<file path="config.mk">
export PLATFORM = sky130hd
export DESIGN_NAME = sc_lane_shifter_flat
export DESIGN_NICKNAME = d
export VERILOG_FILES = /design/src/rtl/sc_lane_shifter_if.sv /design/src/rtl/sc_lane_shifter.sv /design/src/flat_wrapper.sv
export SDC_FILE = /design/constraint.sdc
export NUM_CORES = 1
export LEC_CHECK = 0
export CAP_MARGIN = 30
export CORE_MARGIN = 2
export CORE_UTILIZATION = 42
export CTS_CLUSTER_DIAMETER = 80
export CTS_CLUSTER_SIZE = 14
export DETAILED_ROUTE_END_ITERATION = 7
export GPL_ROUTABILITY_DRIVEN = 0
export PLACE_DENSITY = 0.91
export SYNTH_ARGS = -nofsm -noshare
export SYNTH_HDL_FRONTEND = slang
export SYNTH_SLANG_ARGS = --single-unit
</file>
<file path="constraint.sdc">
create_clock -name SC_LANE_CLOCK_50 -period 2.15 [get_ports SC_LANE_CLOCK_50]
set_input_delay 0.3225 -clock SC_LANE_CLOCK_50 [delete_from_list [all_inputs] [get_ports SC_LANE_CLOCK_50]]
set_output_delay 0.3225 -clock SC_LANE_CLOCK_50 [all_outputs]
set_load 0.02 [all_outputs]
</file>
<file path="src/rtl/sc_lane_shifter_if.sv">
// Lane shifter bus: tick, enable, load and frog inputs; pattern, shift and hit outputs.
interface sc_lane_shifter_if #(
    parameter int unsigned W = 8
);
    logic         SC_LANE_TICK_In;
    logic         SC_LANE_HAB_In;
    logic         SC_LANE_LOAD_In;
    logic [W-1:0] SC_LANE_DATA_In;
    logic [W-1:0] SC_LANE_FROG_In;
    logic [W-1:0] SC_LANE_Out;
    logic         SC_LANE_SHIFT_Out;
    logic         SC_LANE_HIT_Out;

    modport master (
        output SC_LANE_TICK_In, SC_LANE_HAB_In, SC_LANE_LOAD_In,
               SC_LANE_DATA_In, SC_LANE_FROG_In,
        input  SC_LANE_Out, SC_LANE_SHIFT_Out, SC_LANE_HIT_Out
    );

    modport slave (
        input  SC_LANE_TICK_In, SC_LANE_HAB_In, SC_LANE_LOAD_In,
               SC_LANE_DATA_In, SC_LANE_FROG_In,
        output SC_LANE_Out, SC_LANE_SHIFT_Out, SC_LANE_HIT_Out
    );
endinterface

</file>
<file path="src/rtl/sc_lane_shifter.sv">
// Traffic lane occupancy register: rotates one column every LANE_STEP_DIV velocity
// ticks and flags overlap with the frog column.
module sc_lane_shifter #(
    parameter int unsigned LANE_DATAWIDTH = 8,
    parameter bit          LANE_DIR_RIGHT = 1'b1,
    parameter int unsigned LANE_STEP_DIV  = 1
) (
    input  logic                SC_LANE_CLOCK_50,
    input  logic                SC_LANE_RESET_InLow,
    sc_lane_shifter_if.slave    bus
);
    localparam int unsigned W     = LANE_DATAWIDTH;
    localparam int unsigned DIV_W = (LANE_STEP_DIV > 1) ? $clog2(LANE_STEP_DIV) : 1;
    localparam logic [DIV_W-1:0] DIV_LAST = DIV_W'(LANE_STEP_DIV - 1);

    typedef enum logic [1:0] {
        ST_IDLE = 2'd0,
        ST_RUN  = 2'd1,
        ST_HOLD = 2'd2
    } state_t;

    state_t             state, state_next;
    logic [W-1:0]       pattern, pattern_next;
    logic [DIV_W-1:0]   divider, divider_next;
    logic               shift_q, shift_next;
    logic               hit_q, hit_next;
    logic [W-1:0]       pattern_rot_c;

    // Lossless one-column rotation in the configured direction
    always_comb begin
        if (LANE_DIR_RIGHT)
            pattern_rot_c = {pattern[W-2:0], pattern[W-1]};
        else
            pattern_rot_c = {pattern[0], pattern[W-1:1]};
    end

    always_ff @(posedge SC_LANE_CLOCK_50) begin
        if (!SC_LANE_RESET_InLow) begin
            state   <= ST_IDLE;
            pattern <= '0;
            divider <= '0;
            shift_q <= 1'b0;
            hit_q   <= 1'b0;
        end else begin
            state   <= state_next;
            pattern <= pattern_next;
            divider <= divider_next;
            shift_q <= shift_next;
            hit_q   <= hit_next;
        end
    end

    // Load overrides everything; enable is checked before the tick in RUN
    always_comb begin
        state_next   = state;
        pattern_next = pattern;
        divider_next = divider;
        shift_next   = 1'b0;

        if (bus.SC_LANE_LOAD_In) begin
            pattern_next = bus.SC_LANE_DATA_In;
            divider_next = '0;
            state_next   = bus.SC_LANE_HAB_In ? ST_RUN : ST_HOLD;
        end else begin
            case (state)
                ST_RUN: begin
                    if (!bus.SC_LANE_HAB_In) begin
                        state_next = ST_HOLD;
                    end else if (bus.SC_LANE_TICK_In) begin
                        if (divider == DIV_LAST) begin
                            divider_next = '0;
                            pattern_next = pattern_rot_c;
                            shift_next   = 1'b1;
                        end else begin
                            divider_next = divider + DIV_W'(1);
                        end
                    end
                end
                ST_HOLD: begin
                    if (bus.SC_LANE_HAB_In)
                        state_next = ST_RUN;
                end
                default: begin
                    state_next = state;
                end
            endcase
        end

        hit_next = |(pattern_next & bus.SC_LANE_FROG_In);
    end

    assign bus.SC_LANE_Out       = pattern;
    assign bus.SC_LANE_SHIFT_Out = shift_q;
    assign bus.SC_LANE_HIT_Out   = hit_q;
endmodule

</file>
<file path="src/flat_wrapper.sv">
// flat-port wrapper written by rule: the top's interface ports become plain ports
module sc_lane_shifter_flat 
#(
    parameter int unsigned LANE_DATAWIDTH = 8,
    parameter bit          LANE_DIR_RIGHT = 1'b1,
    parameter int unsigned LANE_STEP_DIV  = 1
)
  (SC_LANE_CLOCK_50, SC_LANE_RESET_InLow, bus_SC_LANE_TICK_In, bus_SC_LANE_HAB_In, bus_SC_LANE_LOAD_In, bus_SC_LANE_DATA_In, bus_SC_LANE_FROG_In, bus_SC_LANE_Out, bus_SC_LANE_SHIFT_Out, bus_SC_LANE_HIT_Out);
  sc_lane_shifter_if #(.W(8)) bus_i ();
  input  logic SC_LANE_CLOCK_50;
  input  logic SC_LANE_RESET_InLow;
  input wire logic [$bits(bus_i.SC_LANE_TICK_In)-1:0] bus_SC_LANE_TICK_In;
  input wire logic [$bits(bus_i.SC_LANE_HAB_In)-1:0] bus_SC_LANE_HAB_In;
  input wire logic [$bits(bus_i.SC_LANE_LOAD_In)-1:0] bus_SC_LANE_LOAD_In;
  input wire logic [$bits(bus_i.SC_LANE_DATA_In)-1:0] bus_SC_LANE_DATA_In;
  input wire logic [$bits(bus_i.SC_LANE_FROG_In)-1:0] bus_SC_LANE_FROG_In;
  output wire logic [$bits(bus_i.SC_LANE_Out)-1:0] bus_SC_LANE_Out;
  output wire logic [$bits(bus_i.SC_LANE_SHIFT_Out)-1:0] bus_SC_LANE_SHIFT_Out;
  output wire logic [$bits(bus_i.SC_LANE_HIT_Out)-1:0] bus_SC_LANE_HIT_Out;
  assign bus_i.SC_LANE_TICK_In = bus_SC_LANE_TICK_In;
  assign bus_i.SC_LANE_HAB_In = bus_SC_LANE_HAB_In;
  assign bus_i.SC_LANE_LOAD_In = bus_SC_LANE_LOAD_In;
  assign bus_i.SC_LANE_DATA_In = bus_SC_LANE_DATA_In;
  assign bus_i.SC_LANE_FROG_In = bus_SC_LANE_FROG_In;
  assign bus_SC_LANE_Out = bus_i.SC_LANE_Out;
  assign bus_SC_LANE_SHIFT_Out = bus_i.SC_LANE_SHIFT_Out;
  assign bus_SC_LANE_HIT_Out = bus_i.SC_LANE_HIT_Out;
  sc_lane_shifter #(.LANE_DATAWIDTH(LANE_DATAWIDTH), .LANE_DIR_RIGHT(LANE_DIR_RIGHT), .LANE_STEP_DIV(LANE_STEP_DIV)) u_core (.SC_LANE_CLOCK_50(SC_LANE_CLOCK_50), .SC_LANE_RESET_InLow(SC_LANE_RESET_InLow), .bus(bus_i));
endmodule
</file>
# After elaboration in Yosys (flattened, before gate mapping)
# Index checks and enable logic that the tools add are counted.
# W data, S select, Z words.
[word_totals] wordCells=33 input_bits=21 out_inout_bits=10 regBits=13
[op_classes] n_eq_ne=4 bitwise_logic=5 n_mux=12 n_reduce_logical=6 add_sub_neg=1
[ops] op="$mux W8" n=5
[ops] op="$and A8 B8 Y8" n=1
[ops] op="$mux W2" n=4
[ops] op="$reduce_or A8 Y1" n=1
[ops] op="$ne A3 B3 Y1 const B" n=2
[ops] op="$reduce_and A3 Y1" n=2
[ops] op="$reduce_or A5 Y1" n=1
[ops] op="$not A1 Y1" n=4
[ops] op="$pmux W2 S2" n=1
[ops] op="$reduce_bool A3 Y1" n=1
[ops] op="$eq A2 B1 Y1 const B" n=1
[ops] op="$eq A2 B2 Y1 const B" n=1
[ops] op="$mux W1" n=2
[ops] op="$reduce_or A2 Y1" n=1
[ops] op="$add A1 B1 Y1 const B" n=1

# Logic depth before layout (Yosys ltp)
[depth] depth_word=7 mapped_depth=7 ltp_nobuf=5

# Worst setup path after synthesis
# Ideal clock, no wire load.
[synth_timing] path_type="register -> register" from="register u_core.state[1]" to="register u_core.hit_q (netlist: u_core.bus.SC_LANE_HIT_Out)" stages_incl_launch_ff=8 required_time_ns=2.018 synth_period_minus_slack_ns=1.379 n_path_buf=2 path_slack_ns=0.771 arrival_time_ns=1.247 cell_sequence="dfxtp_1 and4b_1 buf_6 buf_12 nor3_2 a221oi_1 a221oi_1 a31oi_1"
[synth_between] elab_chain_cells=5
[synth_lines] element="start: declaration" line_no="sc_lane_shifter.sv:22" rtl="state_t state, state_next;"
[synth_lines] element="start signal: assignment" line_no="sc_lane_shifter.sv:45" rtl="state <= state_next;"
[synth_lines] element="$eq A2 B1 Y1" line_no="sc_lane_shifter.sv:65" rtl="case (state)"
[synth_lines] element="$mux W8" line_no="sc_lane_shifter.sv:65"
[synth_lines] element="$mux W8" line_no="sc_lane_shifter.sv:60" rtl="if (bus.SC_LANE_LOAD_In) begin"
[synth_lines] element="$and A8 B8 Y8" line_no="sc_lane_shifter.sv:89" rtl="hit_next = |(pattern_next & bus.SC_LANE_FROG_In);"
[synth_lines] element="$reduce_or A8 Y1" line_no="sc_lane_shifter.sv:89"
[synth_lines] element="end signal: assignment" line_no="sc_lane_shifter.sv:49" rtl="hit_q <= hit_next;"
[synth_lines] element="end: declaration" line_no="sc_lane_shifter.sv:26" rtl="logic hit_q, hit_next;"
# No other way between the ends.
# A chain may end at the register's enable or synchronous reset.

# Worst setup path after layout
[layout_timing] from="input bus_SC_LANE_HAB_In" to="register u_core.hit_q (netlist: u_core.bus.SC_LANE_HIT_Out)"
[layout_between] elab_chain_cells=5
[layout_lines] element="start: declaration" line_no="flat_wrapper.sv:13" rtl="input wire logic [$bits(bus_i.SC_LANE_HAB_In)-1:0] bus_SC_LANE_HAB_In;"
[layout_lines] element="$mux W8" line_no="sc_lane_shifter.sv:67" rtl="if (!bus.SC_LANE_HAB_In) begin"
[layout_lines] element="$mux W8" line_no="sc_lane_shifter.sv:65"
[layout_lines] element="$mux W8" line_no="sc_lane_shifter.sv:60"
[layout_lines] element="$and A8 B8 Y8" line_no="sc_lane_shifter.sv:89"
[layout_lines] element="$reduce_or A8 Y1" line_no="sc_lane_shifter.sv:89"
# No other way between the ends.

==> summary.txt <==
Worst Path Max Fanout: 15
Synth Register Bits: 12
met3 global-route usage: 0.0340
DIE AREA: 1870 sq um
Synth Cell Area: 648 sq um
post-route setup TNS: 0 ps
Final Critical Period: 1750 ps
Seq/Total Area, Yosys: 0.371
grt total ovfl: 0
P&R area growth vs syn: 51.5%
first-pass GRT wire length: 2.52 mm
Hold Vio Cnt, Final: 0
normalized max-slew margin: 0.782
Worst-path clk slew: 70 ps
# nets final: 127
critical setup path kind: in -> reg
largest net degree at the start of global routing: 25
clk_lat worst skew: 270 ps
CTS max path bufs: 2
syn avg cell area: 8.88 sq um
CTS Sinks: 12
I/O Buffers: 30
critical path required time: 2350 ps
met1 usage: 0.193
DR WL/cell: 13.3 microns
endpoints failing setup: 0
post-route cell area: 982 sq um
GRT busiest layer: met2
Worst Path Arrival: 1950 ps
GRT Util Overall: 0.186
max frequency: 0.570 GHz
PD cells: 592 nW/um^2
top cells by area, synth: dfxtp_1 37%, a221oi_1 6.8%, o21ai_0 6.2%
drt first pass iters: 4
startpoint types: primary input
cts hold-fix bufs: 0
M2 GR Usage: 0.331
Power Total: 0.581 mW
Die Width: 43.3 microns
post-route ant nets: 0
synthesis warning total: 0
layout cells sized above 1: 0.133
post-CTS sizing: 0
Max Cap Viol: 0
Top-Level Pins: 31
Final Max Slew Viols: 0
Synth top area share: 0.371
fin crit share: 0.816
Crit. End Element: register
clk root buf: clkbuf_4
CTS H-Tree Depth: 1
Vias/cell: 5.39
VDD IR max: 387 uV
Top FF cell, synth: dfxtp_1
Placed Area: 946 sq um
Starting Density: 0.440
Crit. Startpoint: bus_SC_LANE_HAB_In
Antenna diodes: 0
post-route setup slack: 396 ps
most common cell in the netlist: dfxtp_1
EDFF count, synth: 0
CTS tree: done
total setup buffers inserted after CTS: 0
DRC viols: 0
initial antenna violation count: 0
DP Worst Slack: 138 ps
worst r2r src: u_core.state[1]
most frequent cells after synthesis: 12 x dfxtp_1, 10 x nor2_1, 9 x inv_1, 8 x o21ai_0, 6 x and2_1
cells after synthesis: 73
core area: 1470 sq um
Hold Path Class: reg -> reg
total number of vias: 652
Worst Tran Pin Value: 327 ps
Iteration-0 DRC Markers: 7
# rows: 14
die height: 43.3 microns
synth unique cells: 21
ys async rst share: 0
DP HPWL: 1.25 mm
Hold Path Origin: u_core.state[0]
vias in the first global route: 620
status: completed
unrepaired setup endpoints after global routing: false
Syn Nets: 94
Total Wirelength: 1.61 mm
CTS Buf Count: 3
Layout Skew: 4.36 ps
largest area contributor in the netlist: dfxtp_1
Pleak: 0.401 nW
-- sequential cells by signal (all words and copies together) (netlist names) --
register	cells
u_core.bus.SC_LANE_SHIFT_Out	1
u_core.bus.SC_LANE_HIT_Out	1
u_core.state	2
u_core.bus.SC_LANE_Out	8
-- cell type report --
type / instances / area (sq um)
fillers: 124 / 489
repair buffers: 32 / 328
inverters: 9 / 33.8
clock buffers: 4 / 36.3
well taps: 16 / 20.0
flip-flops and latches: 12 / 240
multi-input cells: 48 / 324
-- cells by family (layout without fill, tap and decap cells) --
logic type	Yosys count	count (layout)	share of synthesized area
AND/OR/NAND/NOR	25	25	0.226
multiplexers	2	2	0.0405
buffers and inverters	13	45	0.129
AO/OA/AOI/OAI	21	21	0.234
flip-flops	12	12	0.371
-- critical path, cell delays in order --
cell             delay [ps]
clkdlybuf4s50_1         500
and4b_1                 260
buf_12                  160
mux2_1                  360
o22ai_1                 140
a221oi_1                 70
a31oi_1                 130
-- per-layer routing --
| metal | wire length [microns] | vias to the layer above |
|---|---|---|
| met4 | 34 | 0 |
| met5 | 0 | - |
| met3 | 79 | 2 |
| met2 | 856 | 26 |
| li1 | - | 323 |
| met1 | 636 | 301 |
-- where the power goes --
part	total, mW	internal [mW]	switching, mW
registers	0.250	0.238	0.0119
clock network	0.179	0.103	0.0761
logic	0.153	0.0866	0.0659
total	0.581	0.428	0.154
-- final timing paths --
kind,endpoint,slack [ps],cells past startpoint
max,u_core.bus.SC_LANE_HIT_Out,400,7
min,u_core.state[1],490,2
max reg2reg,u_core.bus.SC_LANE_HIT_Out,580,6
min reg2reg,u_core.state[1],490,2
-- stage by stage --
stage	hold slack, ps	utilization	instances
floorplan	444	-	73
global route	521	0.668	121
CTS	497	0.668	121
detailed placement	485	0.643	117
finish	493	0.668	121
global placement	477	0.643	117
-- layout by cell type, fill, tap and decap left out, types with 2 or more instances in the layout --
cell type,n
clkdlybuf4s50_1,30
dfxtp_1,12
nor2_1,10
inv_1,9
o21ai_0,8
and2_1,6
a221oi_1,5
nor3_1,3
nor3_2,3
clkbuf_4,3
a221oi_2,2
a21oi_1,2
a22oi_1,2
(Power assumes the default switching activity.)
